`src/rtl/ddr_rw_arbiter.sv`:
```
// ddr_rw_arbiter: round-robin single-burst arbiter between write and read requesters on a DDR user port
module ddr_rw_arbiter #(
  parameter int ADDR_WIDTH = 28,
  parameter int LEN_WIDTH = 4,
  parameter int TIMEOUT = 1024
) (
  input  logic                  core_clk,
  input  logic                  rst,
  input  logic                  ddr_init_done,
  input  logic                  wr_req,
  input  logic [ADDR_WIDTH-1:0] wr_addr,
  input  logic [LEN_WIDTH-1:0]  wr_len,
  output logic                  wr_grant,
  output logic                  wr_done,
  input  logic                  rd_req,
  input  logic [ADDR_WIDTH-1:0] rd_addr,
  input  logic [LEN_WIDTH-1:0]  rd_len,
  output logic                  rd_grant,
  output logic                  rd_done,
  output logic [ADDR_WIDTH-1:0] axi_awaddr,
  output logic [LEN_WIDTH-1:0]  axi_awlen,
  output logic                  axi_awvalid,
  input  logic                  axi_awready,
  input  logic                  axi_w_beat,
  output logic [ADDR_WIDTH-1:0] axi_araddr,
  output logic [LEN_WIDTH-1:0]  axi_arlen,
  output logic                  axi_arvalid,
  input  logic                  axi_arready,
  input  logic                  axi_r_beat,
  output logic                  busy,
  output logic                  timeout_err
);
  localparam int WD_W = $clog2(TIMEOUT);
  typedef enum logic [2:0] {IDLE, WR_ADDR, WR_DATA, RD_ADDR, RD_DATA} state_t;
  state_t state, state_d;
  logic last_rd, last_rd_d, wr_cmp, wr_cmp_d;
  logic [LEN_WIDTH-1:0] cnt, cnt_d, awlen_d, arlen_d;
  logic [WD_W-1:0] wdog, wdog_d;
  logic [ADDR_WIDTH-1:0] awaddr_d, araddr_d;
  logic wr_grant_d, rd_grant_d, wr_done_d, rd_done_d, timeout_d;
  logic expire, wr_last, rd_last;
  assign expire = wdog == WD_W'(TIMEOUT - 1);
  assign wr_last = axi_w_beat && cnt == axi_awlen;
  assign rd_last = axi_r_beat && cnt == axi_arlen;
  assign axi_awvalid = state == WR_ADDR;
  assign axi_arvalid = state == RD_ADDR;
  assign busy = state != IDLE;
  always_comb begin
    state_d = state;
    last_rd_d = last_rd;
    cnt_d = cnt;
    wdog_d = state == IDLE ? wdog : wdog + WD_W'(1);
    wr_cmp_d = wr_cmp;
    awaddr_d = axi_awaddr;
    awlen_d = axi_awlen;
    araddr_d = axi_araddr;
    arlen_d = axi_arlen;
    wr_grant_d = 1'b0;
    rd_grant_d = 1'b0;
    wr_done_d = 1'b0;
    rd_done_d = 1'b0;
    timeout_d = 1'b0;
    case (state)
      IDLE: if (ddr_init_done && (wr_req || rd_req)) begin
        cnt_d = '0;
        wdog_d = '0;
        wr_cmp_d = 1'b0;
        if (wr_req && (!rd_req || last_rd)) begin
          state_d = WR_ADDR;
          wr_grant_d = 1'b1;
          awaddr_d = wr_addr;
          awlen_d = wr_len;
          last_rd_d = 1'b0;
        end else begin
          state_d = RD_ADDR;
          rd_grant_d = 1'b1;
          araddr_d = rd_addr;
          arlen_d = rd_len;
          last_rd_d = 1'b1;
        end
      end
      // write data may beat the address handshake; completion is remembered in wr_cmp
      WR_ADDR: begin
        if (axi_w_beat && !wr_cmp) begin
          cnt_d = wr_last ? cnt : cnt + LEN_WIDTH'(1);
          wr_cmp_d = wr_last;
        end
        if (axi_awready) begin
          state_d = WR_DATA;
          wr_done_d = wr_cmp || wr_last;
        end
      end
      WR_DATA: if (wr_cmp) state_d = IDLE;
      else if (wr_last) begin
        state_d = IDLE;
        wr_done_d = 1'b1;
      end else if (axi_w_beat) cnt_d = cnt + LEN_WIDTH'(1);
      RD_ADDR: if (axi_arready) state_d = RD_DATA;
      RD_DATA: if (rd_last) begin
        state_d = IDLE;
        rd_done_d = 1'b1;
      end else if (axi_r_beat) cnt_d = cnt + LEN_WIDTH'(1);
      default: state_d = IDLE;
    endcase
    if (state != IDLE && expire) begin
      state_d = IDLE;
      timeout_d = 1'b1;
      wr_done_d = 1'b0;
      rd_done_d = 1'b0;
    end
  end
  always_ff @(posedge core_clk) begin
    if (rst) begin
      state <= IDLE;
      last_rd <= 1'b1;
      cnt <= '0;
      wdog <= '0;
      wr_cmp <= 1'b0;
      axi_awaddr <= '0;
      axi_awlen <= '0;
      axi_araddr <= '0;
      axi_arlen <= '0;
      wr_grant <= 1'b0;
      rd_grant <= 1'b0;
      wr_done <= 1'b0;
      rd_done <= 1'b0;
      timeout_err <= 1'b0;
    end else begin
      state <= state_d;
      last_rd <= last_rd_d;
      cnt <= cnt_d;
      wdog <= wdog_d;
      wr_cmp <= wr_cmp_d;
      axi_awaddr <= awaddr_d;
      axi_awlen <= awlen_d;
      axi_araddr <= araddr_d;
      axi_arlen <= arlen_d;
      wr_grant <= wr_grant_d;
      rd_grant <= rd_grant_d;
      wr_done <= wr_done_d;
      rd_done <= rd_done_d;
      timeout_err <= timeout_d;
    end
  end
endmodule

```
`config.mk`:
```
export PLATFORM = sky130hd
export DESIGN_NAME = ddr_rw_arbiter
export DESIGN_NICKNAME = d
export VERILOG_FILES = /design/src/rtl/ddr_rw_arbiter.sv
export SDC_FILE = /design/constraint.sdc
export NUM_CORES = 1
export LEC_CHECK = 0
export CAP_MARGIN = 20
export CORE_MARGIN = 3
export CORE_UTILIZATION = 45
export DETAILED_ROUTE_END_ITERATION = 6
export PLACE_DENSITY = 0.85
export REMOVE_ABC_BUFFERS = 1
export SYNTH_ARGS = -nofsm -noshare
export SYNTH_HDL_FRONTEND = slang
export SYNTH_SLANG_ARGS = --single-unit
```
`constraint.sdc`:
```
create_clock -name core_clk -period 3 [get_ports core_clk]
set_input_delay 0.3 -clock core_clk [delete_from_list [all_inputs] [get_ports core_clk]]
set_output_delay 0.3 -clock core_clk [all_outputs]
set_load 0.005 [all_outputs]
```
# After elaboration in Yosys (flattened, before gate mapping)
# Cells that the tools add are included.
[totals] mem_bits_rw=0 n_memories=0 elab_cells=94 in_bits=73 rom_bits=0 latch_bits=0 register_bits=88
[classes] bitwise_logic=4 muxes=31 n_reduce_logical=24 order_cmp=0 addsub=2 div_mod_pow=0 n_eq_ne=19 mul=0 shifts=0
[op_table] cell="$mux 4" count=8
[op_table] cell="$mux 10" count=3
[op_table] cell="$mux 3" count=6
[op_table] cell="$pmux 4 s4" count=1
[op_table] cell="$pmux 3 s5" count=1
[op_table] cell="$ne 2x2->1 const B" count=7
[op_table] cell="$add 10x1->10 const B" count=1
[op_table] cell="$eq 10x10->1 const B" count=1
[op_table] cell="$mux 1" count=9
[op_table] cell="$reduce_and 3->1" count=3
[op_table] cell="$reduce_and 9->1" count=1
[op_table] cell="$eq 4x4->1" count=2
[op_table] cell="$ne 2x1->1 const B" count=4
[op_table] cell="$eq 3x2->1 const B" count=2
[op_table] cell="$logic_and 1x1->1" count=6
[op_table] cell="$reduce_or 3->1" count=2
[op_table] cell="$reduce_and 5->1" count=1
[op_table] cell="$add 4x1->4 const B" count=1
[op_table] cell="$not 1->1" count=4
[op_table] cell="$pmux 1 s2" count=2
[op_table] cell="$reduce_bool 4->1" count=1
[op_table] cell="$eq 3x1->1 const B" count=1
[op_table] cell="$eq 3x3->1 const B" count=1
[op_table] cell="$logic_not 3->1" count=1
[op_table] cell="other kinds (8)" count=11

# Longest topological paths before layout
[depth] ltp_word=6 mapped_depth=8 ltp_nobuf=6

# Worst setup path before layout
# Ideal clock, no wire load.
[synth_timing] kind="register to register" startpoint="register state[1]" endpoint="register axi_awaddr[0]" t_arrival_ns=1.433 setup_ns=0.132 stages_incl_launch_ff=9 t_required_ns=2.868 path_buffers=3 path_slack_ns=1.435 cell_sequence="dfxtp_1 -> buf_4 -> nor3_4 -> nand2_2 -> or2_1 -> clkbuf_1 -> buf_2 -> nand2_1 -> a21oi_1"
[synth_between] elab_chain_cells=2
[synth_rtl] item="start, declared" line="35" text="state_t state, state_d;"
[synth_rtl] item="start signal, assigned" line="129" text="state <= state_d;"
[synth_rtl] item="$logic_not 3->1" line="63" text="case (state)"
[synth_rtl] item="$reduce_and 3->1 (no line)"
[synth_rtl] item="end signal, assigned" line="134" text="axi_awaddr <= awaddr_d;"
[synth_rtl] item="end, declared" line="20" text="output logic [ADDR_WIDTH-1:0] axi_awaddr,"
# No other way between the ends.
# A chain may end at the register's enable or synchronous reset.

# Final worst setup path
[layout_timing] startpoint="register state[0]" endpoint="output axi_arvalid"
[layout_between] elab_chain_cells=1
[layout_rtl] item="$eq 3x2->1" line="46" text="assign axi_arvalid = state == RD_ADDR;"
[layout_rtl] item="end, declared" line="27" text="output logic axi_arvalid,"
# No other way between the ends.

==> flow_summary.json <==
{
  "grt_start_max_net_pins": 34,
  "synth_warnings": 0,
  "grt_first_pass_wirelength_um": 14000,
  "finalMaxSlewViolations": 0,
  "net-switching-power_w": 0.000662,
  "beginning_of_the_worst_hold_path": "rst",
  "min_path_cells": 2,
  "max_cap_violations": 0,
  "cts-root-to-sink-buffers": 2,
  "cpLargestDelayFamily": "buffers and inverters",
  "insertion_delay_ns": 0.34,
  "die_area_mm2": 0.00856,
  "finalNonFillerCells": 600,
  "wl_um": 8700,
  "finalSetupTns_ns": 0,
  "worstReg2RegEnd": "axi_araddr[24]",
  "port-buffer-count": 144,
  "min_period_over_period": 0.711,
  "synthDistinctLibCells": 43,
  "power.density_mw_per_mm2": 500,
  "die_h_um": 92.5,
  "drt_first_iter_violations": 98,
  "drt-vias-per-instance": 5.13,
  "highest_clock_rate_ghz": 0.469,
  "ctsResizeCount": 0,
  "cts-hold-fix-buffers": 0,
  "dp_cells": 584,
  "maximum_ir_drop_on_the_vdd_rail_mv": 0.257,
  "die_w_um": 92.5,
  "final-hold-violation-count": 0,
  "worst_hold_check_path_type": "primary input to register",
  "p_int_w": 0.00185,
  "detailedPlace.worstSlack_ns": 0.784,
  "worst_slack_ns": 0.867,
  "whs_ns": 0.438,
  "track_usage": 0.201,
  "number_of_global_route_vias_before_repair": 3022,
  "numCtsBuffers": 9,
  "p_sw_frac": 0.264,
  "clk_pin_slew_worst_setup_hold_paths_ns": 0.08,
  "period_needed_ns": 2.13,
  "regToRegStartpoint": "state[1]",
  "global_route.overflow_total": 0,
  "worstSetupEndpointType": "output pin",
  "netlist_instances": 361,
  "critPathMaxFanout": 7,
  "total_leakage_power_nw": 1.87,
  "ys_seq_elements": 88,
  "first_pass_iters": 4,
  "fillers": 546,
  "worst_pin_slew_ns": 0.759,
  "critPathLaunchType": "register",
  "synth_top_family_by_area": "simple AND/OR/NAND/NOR gates",
  "fin_skew_ns": 0.0102,
  "critPathKind": "register to output pin",
  "rsz0062_at_grt": "false",
  "post_synth_fa_ha_maj_area_fraction": 0.00743,
  "arrival_ns": 1.83,
  "floorplan.initialDensity": 0.480,
  "critPathMaxStageDelay_ns": 0.56,
  "cp.buffers_inverters": 2,
  "clock_tree.htree_level_count": 3,
  "finish.net_count": 574,
  "buffer_count_from_post_cts_setup_fixing": 0,
  "r2r_setup_slack_ns": 0.94,
  "hold-path-endpoint": "wdog[7]",
  "post-route-drc-count": 0,
  "tritoncts_num_sinks": 88,
  "dp_hpwl_um": 6470,
  "register_area_share_after_synthesis": 0.523,
  "clockPowerShare": 0.288,
  "cp_slowest_cell": "sky130_fd_sc_hd__clkdlybuf4s50_1",
  "p_comb_frac": 0.198,
  "seq_power_share": 0.514,
  "final_layout_size_suffix_gt1_frac": 0.0595,
  "leading_cell_types_by_total_area_after_synthesis": "sky130_fd_sc_hd__dfxtp_1 (52%), sky130_fd_sc_hd__nand2_1 (8.7%), sky130_fd_sc_hd__a22o_1 (8.3%)",
  "max-slew-margin-rel": 0.493,
  "synth.avg_cell_area_um2": 9.33,
  "grt_antenna_before_repair": 0,
  "logic_depth_of_the_worst_setup_path_including_buffers": 3,
  "clock_tree.root_cell": "sky130_fd_sc_hd__clkbuf_8",
  "insertedDiodeCount": 0,
  "run_status": "finished clean",
  "placementRows": 30,
  "post_synth_and_or_nand_nor_area_fraction": 0.197,
  "postLayoutCoreUtil": 0.714,
  "coreArea_mm2": 0.00702,
  "synth_xor_area_frac": 0.0364,
  "muxShareOfSynthArea": 0.0253,
  "boundaryPins": 145,
  "synth-compound-area-share": 0.171,
  "synthToLayoutAreaGrowth_pct": 48.9,
  "drt.antenna.violating_nets": 0,
  "critical_path.cell_chain": "inv_1 > nor3b_1 > clkdlybuf4s50_1",
  "setup-violations-final": 0,
  "tritoncts_clock_tree": "built",
  "netlist_area_mm2": 0.00337,
  "routabilityCongestion": 0.845,
  "r2r.worst_path.cells": 6,
  "detail_route.wl_per_cell_um": 14.5,
  "cell_type_with_the_largest_total_area_after_synthesis": "sky130_fd_sc_hd__dfxtp_1",
  "required_ns": 2.70,
  "detailroute.via_count": 3079,
  "synth_top_cell_area_share": 0.523
}
how the worst max path moves through the flow:
stage	from	slack, ns	end
after floorplan	state[1]	0.90	axi_awaddr[0]
after global placement	rd_req	0.84	axi_araddr[10]
after detailed placement	rd_req	0.78	axi_araddr[24]
after CTS	state[0]	0.87	axi_arvalid
after global routing	state[0]	0.77	axi_arvalid
final	state[0]	0.87	axi_arvalid
layer usage:
layer  wire length, um  global-route usage
met5                 0                   0
met4               178              0.0743
met3               606              0.0577
met2              4320               0.343
met1              3600               0.241
through the flow:
step | area (um^2) | total power, W
6_report | 5010 | 0.00251
5_1_grt | 5010 | 0.00263
4_1_cts | 5010 | 0.00253
2_1_floorplan | 3250 | 0.00153
3_3_place_gp | 4840 | 0.00180
3_5_place_dp | 4840 | 0.00182
placed cells by master, fill, tap and decap left out, types with 2 or more instances in the layout:
cell | synthesis | layout
sky130_fd_sc_hd__a211oi_1 | 2 | 2
sky130_fd_sc_hd__a21oi_1 | 38 | 38
sky130_fd_sc_hd__a22o_1 | 32 | 32
sky130_fd_sc_hd__a22oi_1 | 2 | 2
sky130_fd_sc_hd__a31oi_1 | 2 | 2
sky130_fd_sc_hd__and2_1 | 3 | 3
sky130_fd_sc_hd__buf_4 | 1 | 4
sky130_fd_sc_hd__clkbuf_1 | 6 | 2
sky130_fd_sc_hd__clkbuf_8 | 0 | 10
sky130_fd_sc_hd__clkdlybuf4s50_1 | 0 | 143
sky130_fd_sc_hd__clkinv_4 | 0 | 2
sky130_fd_sc_hd__dfxtp_1 | 88 | 88
sky130_fd_sc_hd__ha_1 | 2 | 2
sky130_fd_sc_hd__inv_1 | 3 | 3
sky130_fd_sc_hd__mux2_1 | 4 | 4
sky130_fd_sc_hd__mux2i_1 | 4 | 4
sky130_fd_sc_hd__nand2_1 | 78 | 78
sky130_fd_sc_hd__nand2_2 | 2 | 2
sky130_fd_sc_hd__nand2b_1 | 6 | 6
sky130_fd_sc_hd__nand3_1 | 7 | 7
sky130_fd_sc_hd__nand4_1 | 3 | 3
sky130_fd_sc_hd__nor2_1 | 18 | 17
sky130_fd_sc_hd__nor2_4 | 2 | 2
sky130_fd_sc_hd__nor3_1 | 6 | 6
sky130_fd_sc_hd__o21ai_0 | 2 | 2
sky130_fd_sc_hd__o21ai_1 | 3 | 3
sky130_fd_sc_hd__or2_1 | 3 | 3
sky130_fd_sc_hd__or3_1 | 3 | 3
sky130_fd_sc_hd__xnor2_1 | 4 | 4
sky130_fd_sc_hd__xor2_1 | 10 | 10
layout make-up:
| type | instances | area (um^2) | share of cell area |
|---|---|---|---|
| Timing Repair Buffer | 148 | 1470 | 0.292 |
| Clock buffer | 12 | 145 | 0.0289 |
| Tap cell | 96 | 120 | 0.0240 |
| Inverter | 4 | 15.0 | 0.00299 |
| Multi-Input combinational cell | 248 | 1480 | 0.294 |
| Sequential cell | 88 | 1760 | 0.351 |
| Clock inverter | 4 | 30.0 | 0.00599 |
kinds of logic (layout without fill, tap and decap cells):
| kind of cell | after synthesis | count (layout) |
|---|---|---|
| simple gates | 139 | 139 |
| flops | 88 | 88 |
| compound gates | 85 | 85 |
| buf+inv | 25 | 168 |
| xor+xnor | 14 | 14 |
| mux | 8 | 8 |
| fa+ha+maj | 2 | 2 |
flip-flops by register name, indices dropped and copies added, names as in the netlist:
| name | count |
|---|---|
| wr_grant | 1 |
| axi_awaddr | 28 |
| rd_done | 1 |
| wdog | 10 |
| cnt | 4 |
| axi_awlen | 4 |
| axi_arlen | 4 |
| state | 3 |
| axi_araddr | 28 |
| last_rd | 1 |
| timeout_err | 1 |
| wr_cmp | 1 |
| rd_grant | 1 |
| wr_done | 1 |
Yosys cell counts:
master	count
sky130_fd_sc_hd__a211oi_1	2
sky130_fd_sc_hd__a21boi_1	1
sky130_fd_sc_hd__a21oi_1	38
sky130_fd_sc_hd__a21oi_2	1
sky130_fd_sc_hd__a22o_1	32
sky130_fd_sc_hd__a22oi_1	2
sky130_fd_sc_hd__a31oi_1	2
sky130_fd_sc_hd__and2_1	3
sky130_fd_sc_hd__and3_1	1
sky130_fd_sc_hd__and4_1	1
sky130_fd_sc_hd__buf_1	1
sky130_fd_sc_hd__buf_2	10
sky130_fd_sc_hd__buf_4	1
sky130_fd_sc_hd__buf_6	3
sky130_fd_sc_hd__clkbuf_1	6
sky130_fd_sc_hd__dfxtp_1	88
sky130_fd_sc_hd__ha_1	2
sky130_fd_sc_hd__inv_1	3
sky130_fd_sc_hd__inv_2	1
sky130_fd_sc_hd__mux2_1	4
sky130_fd_sc_hd__mux2i_1	4
sky130_fd_sc_hd__nand2_1	78
sky130_fd_sc_hd__nand2_2	2
sky130_fd_sc_hd__nand2b_1	6
sky130_fd_sc_hd__nand3_1	7
sky130_fd_sc_hd__nand4_1	3
sky130_fd_sc_hd__nor2_1	18
sky130_fd_sc_hd__nor2_4	2
sky130_fd_sc_hd__nor3_1	6
sky130_fd_sc_hd__nor3_4	1
sky130_fd_sc_hd__nor3b_1	1
sky130_fd_sc_hd__nor3b_2	1
sky130_fd_sc_hd__nor4_4	1
sky130_fd_sc_hd__nor4b_1	1
sky130_fd_sc_hd__o2111ai_2	1
sky130_fd_sc_hd__o21a_1	1
sky130_fd_sc_hd__o21ai_0	2
sky130_fd_sc_hd__o21ai_1	3
sky130_fd_sc_hd__or2_1	3
sky130_fd_sc_hd__or3_1	3
sky130_fd_sc_hd__or3b_1	1
sky130_fd_sc_hd__xnor2_1	4
sky130_fd_sc_hd__xor2_1	10
power groups by stage:
stage	registers, W	logic, W	clock network, W
final	0.00129	0.000497	0.000721
after floorplan	0.00131	0.000215	0
after global routing	0.00130	0.000541	0.000794
after global placement	0.00131	0.000489	0
after detailed placement	0.00132	0.000501	0
after CTS	0.00129	0.000503	0.000737
worst reg2reg max path: stages (launching register included):
cell                      delay (ns)
sky130_fd_sc_hd__dfxtp_1        0.43
sky130_fd_sc_hd__nor3_4         0.29
sky130_fd_sc_hd__inv_2          0.13
sky130_fd_sc_hd__nor2_4         0.22
sky130_fd_sc_hd__nand2_2        0.09
sky130_fd_sc_hd__nor2_4         0.59
sky130_fd_sc_hd__a22o_1         0.25
No activity file was read; power rests on OpenSTA's default activity.
